**src/rtl/slow_clock_monitor.sv**
```systemverilog
// Watches a divided clock sampled on `clock`: measures its period, flags lock after a
// run of identical periods and flags a stall when edges stop. Define SLOW_CLOCK_MONITOR_DUTY_EN for high_time.

module slow_clock_monitor #(
    parameter int Width     = 8,
    parameter int LockCount = 4,
    parameter int Timeout   = 255
) (
    input  logic             clock,
    input  logic             reset,
    input  logic             inclock,
    output logic             rise,
    output logic             fall,
    output logic [Width-1:0] period,
    output logic             period_valid,
    output logic             locked,
    output logic             stalled
`ifdef SLOW_CLOCK_MONITOR_DUTY_EN
    ,
    output logic [Width-1:0] high_time
`endif
);

    localparam int                MatchW   = $clog2(LockCount + 1);
    localparam logic [MatchW-1:0] LockV    = MatchW'(LockCount);
    localparam logic [Width-1:0]  TimeoutV = Width'(Timeout);

    typedef enum logic [1:0] {IDLE, MEASURE, LOCKED, STALL} state_t;

    state_t              state, state_n;
    logic                in_q, primed;
    logic [Width-1:0]    cnt, new_period;
    logic [Width-1:0]    ref_period, ref_n;
    logic                have_ref, have_ref_n;
    logic [MatchW-1:0]   match, match_n, match_inc;
    logic                rise_det, fall_det, timed_out, same, publish;

    // primed masks the first sample after reset so a level held through reset is not an edge
    assign rise_det   = primed & inclock & ~in_q;
    assign fall_det   = primed & ~inclock & in_q;
    assign new_period = cnt + Width'(1);
    assign timed_out  = (cnt == TimeoutV);
    assign same       = have_ref && (new_period == ref_period);
    assign match_inc  = (match >= LockV) ? match : match + MatchW'(1);

    always_comb begin
        state_n    = state;
        ref_n      = ref_period;
        have_ref_n = have_ref;
        match_n    = match;
        publish    = 1'b0;
        case (state)
            IDLE: begin
                if (rise_det)       state_n = MEASURE;
                else if (timed_out) state_n = STALL;
            end
            MEASURE: begin
                if (rise_det) begin
                    publish = 1'b1;
                    if (same) begin
                        match_n = match_inc;
                    end else begin
                        ref_n      = new_period;
                        have_ref_n = 1'b1;
                        match_n    = MatchW'(1);
                    end
                    if (match_n >= LockV) state_n = LOCKED;
                end else if (timed_out) begin
                    state_n = STALL;
                end
            end
            LOCKED: begin
                if (rise_det) begin
                    publish = 1'b1;
                    if (!same) begin
                        ref_n   = new_period;
                        match_n = MatchW'(1);
                        state_n = MEASURE;
                    end
                end else if (timed_out) begin
                    state_n = STALL;
                end
            end
            STALL: begin
                // the saturated count says nothing about the real period, so start over
                if (rise_det) begin
                    have_ref_n = 1'b0;
                    match_n    = '0;
                    state_n    = MEASURE;
                end
            end
            default: state_n = IDLE;
        endcase
    end

    always_ff @(posedge clock) begin
        if (reset) begin
            state        <= IDLE;
            in_q         <= 1'b0;
            primed       <= 1'b0;
            cnt          <= '0;
            ref_period   <= '0;
            have_ref     <= 1'b0;
            match        <= '0;
            rise         <= 1'b0;
            fall         <= 1'b0;
            period       <= '0;
            period_valid <= 1'b0;
            locked       <= 1'b0;
            stalled      <= 1'b0;
        end else begin
            state        <= state_n;
            in_q         <= inclock;
            primed       <= 1'b1;
            ref_period   <= ref_n;
            have_ref     <= have_ref_n;
            match        <= match_n;
            rise         <= rise_det;
            fall         <= fall_det;
            period_valid <= publish;
            locked       <= (state_n == LOCKED);
            stalled      <= (state_n == STALL);
            if (publish) period <= new_period;
            if (rise_det)       cnt <= '0;
            else if (!timed_out) cnt <= cnt + Width'(1);
        end
    end

`ifdef SLOW_CLOCK_MONITOR_DUTY_EN
    logic [Width-1:0] hcnt;

    // high-phase counter spans one rise-to-rise window and is captured alongside period
    always_ff @(posedge clock) begin
        if (reset) begin
            hcnt      <= '0;
            high_time <= '0;
        end else begin
            if (rise_det)                  hcnt <= '0;
            else if (in_q && (hcnt != '1)) hcnt <= hcnt + Width'(1);
            if (publish) high_time <= hcnt;
        end
    end
`endif

endmodule

```
**config.mk**
```make
export PLATFORM = sky130hd
export DESIGN_NAME = slow_clock_monitor
export DESIGN_NICKNAME = d
export VERILOG_FILES = /design/src/rtl/slow_clock_monitor.sv
export SDC_FILE = /design/constraint.sdc
export NUM_CORES = 1
export LEC_CHECK = 0
export ABC_AREA = 1
export BUFFER_PORTS_ARGS = -buffer_cell sky130_fd_sc_hd__buf_2
export CORE_UTILIZATION = 50
export CTS_BUF_LIST = sky130_fd_sc_hd__clkbuf_4
export CTS_CLUSTER_SIZE = 16
export DETAILED_ROUTE_END_ITERATION = 10
export PLACE_DENSITY = 0.69
export SYNTH_ARGS = -nofsm -noshare
export SYNTH_HDL_FRONTEND = slang
export SYNTH_SLANG_ARGS = --single-unit
```
**constraint.sdc**
```tcl
create_clock -name clock -period 2.3 [get_ports clock]
set_clock_uncertainty 0.2 [all_clocks]
set_input_delay 0.23 -clock clock [delete_from_list [all_inputs] [get_ports clock]]
set_output_delay 0.23 -clock clock [all_outputs]
set_load 0.02 [all_outputs]
```
==> qor.txt, run 1 <==
Skew-Pair Late Insertion Delay = 340 ps
Post-synth EDFFs = 0
Die width = 63.4 um
Synth top area share = 39.3%
Hold Crit Class = input pin to flip-flop
Post-Syn Nets = 261
Placed insts = 313
Max incr delay on CP = 350 ps
Total CTS buffers = 5
CP Launch Point = cnt[0]
Syn Area/Cell = 7.50 sq um
Leading cell types in the layout, fill and taps excluded = 36 x inv_1, 35 x nand2_1, 33 x dfxtp_1
Crit-path slowest cell = dfxtp_2
Leakage = 0.966 nW
WHS = 41.2 ps
Reg2reg setup slack = 180 ps
Antenna violations before repair = 0
Post-route DRC = 0
Filler cell count = 340
NumNets Final = 288
Longest Clk Path Bufs = 2
GRT Util Overall = 22.2%
Initial core utilization = 54.3%
Post-detailed-routing wire length = 3990 um
Ys Warns = 0
Slew @ Worst Pin = 484 ps
# rows = 21
Setup crit start kind = flip-flop
VDD IR max = 235 uV
Number of global-route vias before repair = 1620
CP Cell Sequence = ha_4 > or2_2 > nand3_1 > nor2_2 > nand3_2 > nor2_4 > nand3_2 > nand2_1 > nand3_1 > nand2_1 > nand2_2 > nand2_2 > nor2_1
Hpwl dp = 2980 um
TritonCTS clock tree = yes
Async set-reset flop share out of synthesis = 0%
Ant. Diodes = 0
Crit path max fanout = 6
Fin Setup TNS = 0 ps
Cell taking the most area after synthesis = dfxtp_1
Buffers added on ports = 15
CTS Sinks = 37
Via density = 5.11
Detailed Routing Iterations Pass 1 = 4
Final Hold Violating Endpoints = 0
Worst Hold Depth = 2
Die ar. = 4020 sq um
#FFs+latches synth = 37
GRT Residual Overflow = 0
CP endpoint = state[0]
Largest net degree at the start of global routing = 16
Minimum clock period = 2120 ps
PwrDens = 552 nW/um^2
Placed inst area = 2030 sq um
Core area = 3470 sq um
Post-Synthesis Cells = 251
Worst r2r path cells = 13
RR Endpoint = state[0]
Routed vias = 1661
Max Clk Rate = 472 MHz
CTS root buf = clkbuf_4
Design area = 2170 sq um
Max-slew violation count = 0
Die Span Y = 63.4 um
Most common cell after layout, fill and taps aside = inv_1
Status = finished clean
Leading post-synthesis cells by cell area = dfxtp_1 39%, nand2_1 7.8%, inv_1 7.2%, a21oi_1 6.4%, nand3_1 4.8%
Reg2reg start = cnt[0]
Gp weighted congestion = 0.850
Kind of critical path = flip-flop to flip-flop
Share of layout cells above drive strength 1 = 26.5%
CP endpoint kind = flip-flop
DRT antenna net count = 0
Setup violations, final = 0
Num ports = 16
CP Data Required Time = 2340 ps
Slew headroom = 67.7%
Crit share post-route = 92.1%
Post-synth top flop = dfxtp_1
Final std cells w/o fill = 325
Worst-path clk slew = 120 ps
First-pass GRT wire length = 6980 um
Wire per inst = 12.3 um
# Max-Cap Violations = 0
Distinct cells, synth = 34
Number of H-tree levels = 2
Layout Utilization = 62.4%
Synthesized area = 1880 sq um
CP arrival = 2160 ps
DRT iter0 DRCs = 70
Area grow syn2layout = 15.0%
RSZ-0062 raised after global routing = true
Part of the Yosys area used for sequential elements = 39.3%
critical path, delay by kind of cell (launching register included):
family / cells / cell delay, ps
and+or+nand+nor: 12 / 1160
DFF: 1 / 350
adders and majority gates: 1 / 290
stage by stage:
step	total power, mW	setup slack [ps]
final	1.19	181
after global routing	1.27	-15.9
after CTS	1.19	28.0
after detailed placement	0.854	64.7
after global placement	0.852	64.8
after floorplan	0.811	196
power breakdown:
part / total (mW) / internal, mW / switching [mW]
clock: 0.337 / 0.115 / 0.221
combinational: 0.176 / 0.0648 / 0.111
sequential: 0.682 / 0.666 / 0.0168
total: 1.19 / 0.846 / 0.349
sequential cells by signal (all words and copies together) (netlist names):
name,cells
have_ref,1
primed,1
period,8
cnt,8
match,3
locked,1
period_valid,1
state,2
fall,1
rise,1
ref_period,8
stalled,1
in_q,1
logic make-up (layout without fill, tap and decap cells):
family,Yosys count,in the layout,synth area share (%)
AND/OR/NAND/NOR,108,108,29.6
AO/OA/AOI/OAI,54,54,16.7
flip-flops,37,37,39.3
adder cells (fa/ha/maj),7,7,4.65
buffers and inverters,45,73,9.63
synthesized netlist by cell type, drive strengths merged, types with 2 or more instances:
cell	count
nand4	4
nand3b	2
dfxtp	37
or2	2
o211ai	2
a21oi	25
inv	40
nor2	27
ha	7
a211oi	4
nor3	3
buf	4
o21ai	18
nand2	46
nand3	23
cell type report:
type                            count  area (sq um)  area share, %
Multi-Input combinational cell    169          1000           46.4
Sequential cell                    37           746           34.4
Timing Repair Buffer               25           153           7.05
Inverter                           40           150           6.93
Tap cell                           46          57.6           2.66
Clock buffer                        5          37.5           1.73
Clock inverter                      3          17.5          0.809
how the worst min path moves through the flow:
stage	start	endpoint	slack, ps
finish	reset	in_q	40
global route	reset	state[0]	10
CTS	reset	period_valid	30
detailed placement	inclock	fall	210
global placement	inclock	fall	210
floorplan	inclock	fall	110
per-layer routing:
metal	share of wire, %	up-vias	GRT usage, %
li1	-	877	-
met1	50	747	28.9
met2	45	33	35.1
met3	3.9	4	5.98
met4	0.83	0	7.67
met5	0	-	0
repair_timing:
action / in CTS / in global routing
endpoints found under the setup margin: 0 / 16
resized for setup: 0 / 17
hold buffers: 1 / 0
hold endpoints to repair: 2 / 0
setup buffers: 0 / 3
Power figures use the tool's default switching activity.
==> run 2, diff against run 1 <==
==> constraint.sdc (replaced) <==
create_clock -name clock -period 2 [get_ports clock]
set_clock_uncertainty 0.2 [all_clocks]
set_input_delay 0.2 -clock clock [delete_from_list [all_inputs] [get_ports clock]]
set_output_delay 0.2 -clock clock [all_outputs]
set_load 0.02 [all_outputs]
==> run 2 against run 1 <==
  * The run now ends with setup timing left
  * Hold slack improved by 220 ps
  * Highest routed layer unchanged
  * Sequential share of layout area shrank 4.7 points
  * Final area increased by 17%
  * Global-route usage up 3.6 points
==> qor.txt, run 2 (synthesized netlist as in run 1, its figures left out) <==
Status = finished with violations
Failing checks = setup timing
Multi-input logic area = 1080 sq um
Area grow syn2layout = 34.2%
NumNets Final = 314
Worst-path clk slew = 110 ps
GRT Util Overall = 25.8%
DRT iter0 DRCs = 117
Slew @ Worst Pin = 244 ps
CTS root buf = clkbuf_4
Fin worst setup slack = -177 ps
Core area = 3470 sq um
TritonCTS clock tree = yes
Setup crit start kind = flip-flop
Design area = 2530 sq um
Initial core utilization = 54.3%
Placed inst area = 2210 sq um
Skew-Pair Late Insertion Delay = 350 ps
Gp weighted congestion = 0.840
Pre-CTS setup slack = -170 ps
Max-slew violation count = 0
Hold Crit Class = flip-flop to flip-flop
CTS Sinks = 37
Top cell by count, worst path = nor2_4
CP endpoint kind = flip-flop
# rows = 21
Reg2reg setup slack = -180 ps
Buffers added on ports = 15
Detailed Routing Iterations Pass 1 = 4
CP arrival = 2260 ps
Kind of critical path = flip-flop to flip-flop
Antenna violations before repair = 0
Layout Utilization = 72.9%
Max incr delay on CP = 380 ps
Max Clk Rate = 459 MHz
Final Hold Violating Endpoints = 0
Setup violations, final = 16
Share of layout cells above drive strength 1 = 35.1%
Longest Clk Path Bufs = 2
Number of H-tree levels = 2
Biggest regs = cnt (8), period (8), ref_period (8)
Crit share post-route = 109%
Post-detailed-routing wire length = 4670 um
Post-route DRC = 0
# Max-Cap Violations = 0
Pwr Total = 1.68 mW
Hpwl dp = 3110 um
Leading cell types in the layout, fill and taps excluded = 35 x inv_1, 35 x nand2_1, 34 x dfxtp_1
Crit-path slowest cell = dfxtp_4
Die ar. = 4020 sq um
Routed vias = 1793
Die width = 63.4 um
WHS = 263 ps
Number of global-route vias before repair = 1645
Total CTS buffers = 5
Largest net degree at the start of global routing = 15
Num ports = 16
CP Data Required Time = 2080 ps
Leakage = 1.13 nW
Wire per inst = 13.3 um
RSZ-0062 raised after global routing = true
Via density = 5.11
Crit path max fanout = 6
PwrDens = 665 nW/um^2
Register area = 752 sq um
Die Span Y = 63.4 um
Minimum clock period = 2180 ps
CP Cell Sequence = ha_4 > a21boi_2 > nand3_2 > nor2_4 > nand3_4 > nor2_4 > buf_4 > nand2_4 > nand2_8 > buf_12 > o21ai_0 > a21oi_1
GRT Residual Overflow = 0
Filler cell count = 278
DRT antenna net count = 0
Ant. Diodes = 0
First-pass GRT wire length = 7870 um
Slew headroom = 83.7%
VDD IR max = 548 uV
run 2: layer usage:
| metal | vias up | global-route usage (%) | part of all wire (%) |
|---|---|---|---|
| met4 | 0 | 14.5 | 2.6 |
| met3 | 12 | 5.25 | 4.8 |
| met2 | 51 | 41.0 | 47 |
| met5 | - | 0 | 0 |
| li1 | 926 | - | - |
| met1 | 804 | 32.3 | 45 |
run 2: critical path, delay by kind of cell, from the launching register on:
family | cells | cell delay (ps)
simple gates | 6 | 680
flops | 1 | 380
compound gates | 3 | 340
fa+ha+maj | 1 | 260
buf+inv | 2 | 250
run 2: final cells by class:
class | instances | area share (%)
multi-input cells | 169 | 42.6
flip-flops and latches | 37 | 29.8
repair buffers | 51 | 15.2
inverters | 40 | 6.04
clock inverters | 3 | 2.57
well taps | 46 | 2.28
clock buffers | 5 | 1.49
run 2: stage by stage:
step / setup TNS (ps) / cells
4_1_cts: -386 / 346
3_3_place_gp: -827 / 332
2_1_floorplan: 0 / 251
5_1_grt: -3810 / 351
3_5_place_dp: -1500 / 332
6_report: -2190 / 351
run 2: timing repair:
action	CTS	global route
setup endpoints to repair	16	18
gates cloned	0	0
pin swaps	11	7
resized for setup	26	10
hold buffers	3	0
endpoints found under the hold margin	5	0
buffers inserted	3	5
run 2: final timing paths:
kind	cells after the start	from	end
setup / recovery	12	cnt[1]	ref_period[5]
setup reg to reg	12	cnt[1]	ref_period[5]
hold / removal	2	primed	fall
hold reg to reg	2	primed	fall
run 2: where the power goes:
group          total, mW  internal [mW]  switching [mW]  leakage, nW
Combinational      0.256          0.108           0.148        0.773
Clock              0.645          0.387           0.258       0.0552
Sequential         0.781          0.763          0.0176        0.302
Total               1.68           1.26           0.424         1.13
==> run 3, diff against run 2 <==
--- a/config.mk
+++ b/config.mk
@@ -5,7 +5,6 @@
 export SDC_FILE = /design/constraint.sdc
 export NUM_CORES = 1
 export LEC_CHECK = 0
-export ABC_AREA = 1
 export BUFFER_PORTS_ARGS = -buffer_cell sky130_fd_sc_hd__buf_2
 export CORE_UTILIZATION = 50
 export CTS_BUF_LIST = sky130_fd_sc_hd__clkbuf_4
==> run 3 against run 2 <==
  * The flow still finishes with violations (setup timing)
  * Routed wire length fell by 6.0%
  * Combinational power fell by 32%
  * Power fell by 13%
  * Via count fell by 12%
  * Non-clock buffer count fell by 2
  * Utilization fell by 4.3 points
  * Final area fell by 5.8%
==> qor.txt, run 3 <==
Crit-path slowest cell = dfxtp_4
Synth top cells by count = 37 x dfxtp_1, 16 x a21oi_1, 16 x nor2_1
Placed insts = 280
Leading post-synthesis cells by cell area = dfxtp_1 40%, ha_1 4.7%, a21oi_1 4.3%, xnor2_1 3.7%, nor2_1 3.2%
Worst-path clk slew = 120 ps
Net switching power = 360 uW
Post-synth top flop = dfxtp_1
Post-Synthesis Cells = 197
NumNets Final = 256
Die width = 63.1 um
Combinational group share of total power = 11.9%
GRT Util Overall = 23.9%
Crit path max fanout = 6
Ant. Diodes = 0
Skew-Pair Late Insertion Delay = 350 ps
Number of global-route vias before repair = 1584
Die Span Y = 63.1 um
Bufs and invs on worst path = 0
Top-count cell post-synth = dfxtp_1
GRT Residual Overflow = 0
DRT antenna net count = 0
# rows = 21
Leading cell types in the layout, fill and taps excluded = 33 x dfxtp_1, 32 x buf_4, 16 x a21oi_1
Number of H-tree levels = 2
TritonCTS clock tree = yes
Part of the Yosys area used for sequential elements = 39.6%
Final std cells w/o fill = 293
First-pass GRT wire length = 7270 um
Longest Clk Path Bufs = 2
Syn Area/Cell = 9.49 sq um
# Max-Cap Violations = 0
PwrDens = 618 nW/um^2
Failing checks = setup timing
Core area = 3470 sq um
CP Cell Sequence = ha_4 > nand3_4 > xor2_4 > nand2_2 > a31oi_4 > nor3b_4 > or3b_1 > a221oi_2
Distinct cells, synth = 52
Post-detailed-routing wire length = 4390 um
Status = finished with violations
Max Clk Rate = 447 MHz
Synthesized area = 1870 sq um
Clk network pwr share = 35.8%
Biggest regs = cnt (8), period (8), ref_period (8)
Detailed Routing Iterations Pass 1 = 4
#FFs+latches synth = 37
DRT iter0 DRCs = 74
Max-slew violation count = 0
Initial core utilization = 53.9%
Hpwl dp = 3180 um
Routed vias = 1584
Crit share post-route = 112%
Setup crit start kind = flip-flop
CP endpoint kind = flip-flop
Total CTS buffers = 5
Share of layout cells above drive strength 1 = 36.4%
CP Data Required Time = 2060 ps
RSZ-0062 raised after global routing = true
Max incr delay on CP = 370 ps
Area grow syn2layout = 27.3%
CP arrival = 2300 ps
Slew headroom = 76.3%
Leakage = 0.957 nW
Post-route DRC = 0
CTS root buf = clkbuf_4
Final Hold Violating Endpoints = 0
Gp weighted congestion = 0.843
Largest net degree at the start of global routing = 20
Die ar. = 3990 sq um
Ys Warns = 0
Post-Syn Nets = 207
Buffers added on ports = 15
Async set-reset flop share out of synthesis = 0%
Hold Crit Class = input pin to flip-flop
Minimum clock period = 2240 ps
WHS = 195 ps
Post-synth EDFFs = 0
Synth top area share = 39.6%
Part of the power in registers = 52.4%
Antenna violations before repair = 0
Kind of critical path = flip-flop to flip-flop
Internal power = 1.11 mW
Delay-heaviest family, CP = simple AND/OR/NAND/NOR gates
CTS Sinks = 37
Num ports = 16
Via density = 5.41
Most common cell after layout, fill and taps aside = dfxtp_1
Wire per inst = 15.0 um
Slew @ Worst Pin = 354 ps
Setup violations, final = 11
VDD IR max = 385 uV
Fin worst setup slack = -238 ps
Cell taking the most area after synthesis = dfxtp_1
Net Sw Frac = 24.5%
Reg2reg setup slack = -240 ps
[run 3: cell types whose count changed in the layout (fill, tap and decap cells not counted), moves of 4 or more]
cell and change:
inv_1 -25, nand2_1 -21, o21a_1 +8, nand2_2 -7, nand3_1 -7, nand3_2 -7
xnor2_1 +7, a21oi_1 -6, o21ai_0 -6, o21ai_1 -6, nor2_4 -5, and3_1 +4
inv_2 -4, xnor2_2 +4
[run 3: layout make-up]
cell class | count | area (sq um)
inverter | 10 | 37.5
timing repair buffer | 49 | 335
fill | 286 | 1090
sequential | 37 | 748
tap | 46 | 57.6
clock buffer | 6 | 45.0
multi-input combinational | 143 | 1120
clock inverter | 2 | 35.0
[run 3: cell families after synthesis]
kind of cell	after synthesis	synth area share (%)
AND/OR/NAND/NOR	68	21.3
multiplexers	3	1.67
XOR/XNOR	16	9.10
adder cells (fa/ha/maj)	7	4.69
AO/OA/AOI/OAI	49	19.7
buffers and inverters	17	3.95
flip-flops	37	39.6
[run 3: worst register-to-register path: cells and delay by family (launching register included)]
kind	cells	cell delay [ps]
adders and majority gates	1	180
and+or+nand+nor	4	680
DFF	1	370
xor gates and xnor gates	1	170
AOI/OAI and AO/OA	2	550
[run 3: final timing paths]
| path | from | end | depth (start not counted) |
|---|---|---|---|
| max | cnt[1] | match[2] | 8 |
| min | inclock | rise | 3 |
| max reg2reg | cnt[1] | match[2] | 8 |
| min reg2reg | period[1] | period[1] | 2 |
[run 3: timing repair]
item                                    4_1_cts  5_1_grt
endpoints found under the setup margin       11       12
hold buffers                                  2        0
setup buffers                                 2        1
endpoints found under the hold margin         3        0
pin swaps                                     3        4
gates resized for setup                       5        4
[run 3: metal layers]
layer	routed length (um)	vias up	GRT usage [%]
met4	119	0	10.5
met5	0	-	0
met1	1940	740	29.1
met3	244	10	5.62
li1	-	786	-
met2	2080	48	39.7
[run 3: power by group through the flow]
stage	Combinational (mW)	Clock, mW	Sequential [mW]
floorplan	0.101	0	0.793
global placement	0.165	0	0.785
detailed placement	0.169	0	0.786
CTS	0.173	0.540	0.770
global route	0.190	0.567	0.773
finish	0.175	0.526	0.770
[run 3: per-stage QoR]
step	power [mW]	instance area [sq um]	util (%)	setup slack, ps	setup TNS (ps)
finish	1.47	2380	68.6	-238	-1710
global route	1.53	2380	68.6	-349	-2930
CTS	1.48	2350	67.6	-216	-1550
detailed placement	0.955	2200	63.5	-243	-1620
global placement	0.950	2200	63.5	-153	-891
floorplan	0.894	1890	-	-97.4	-426
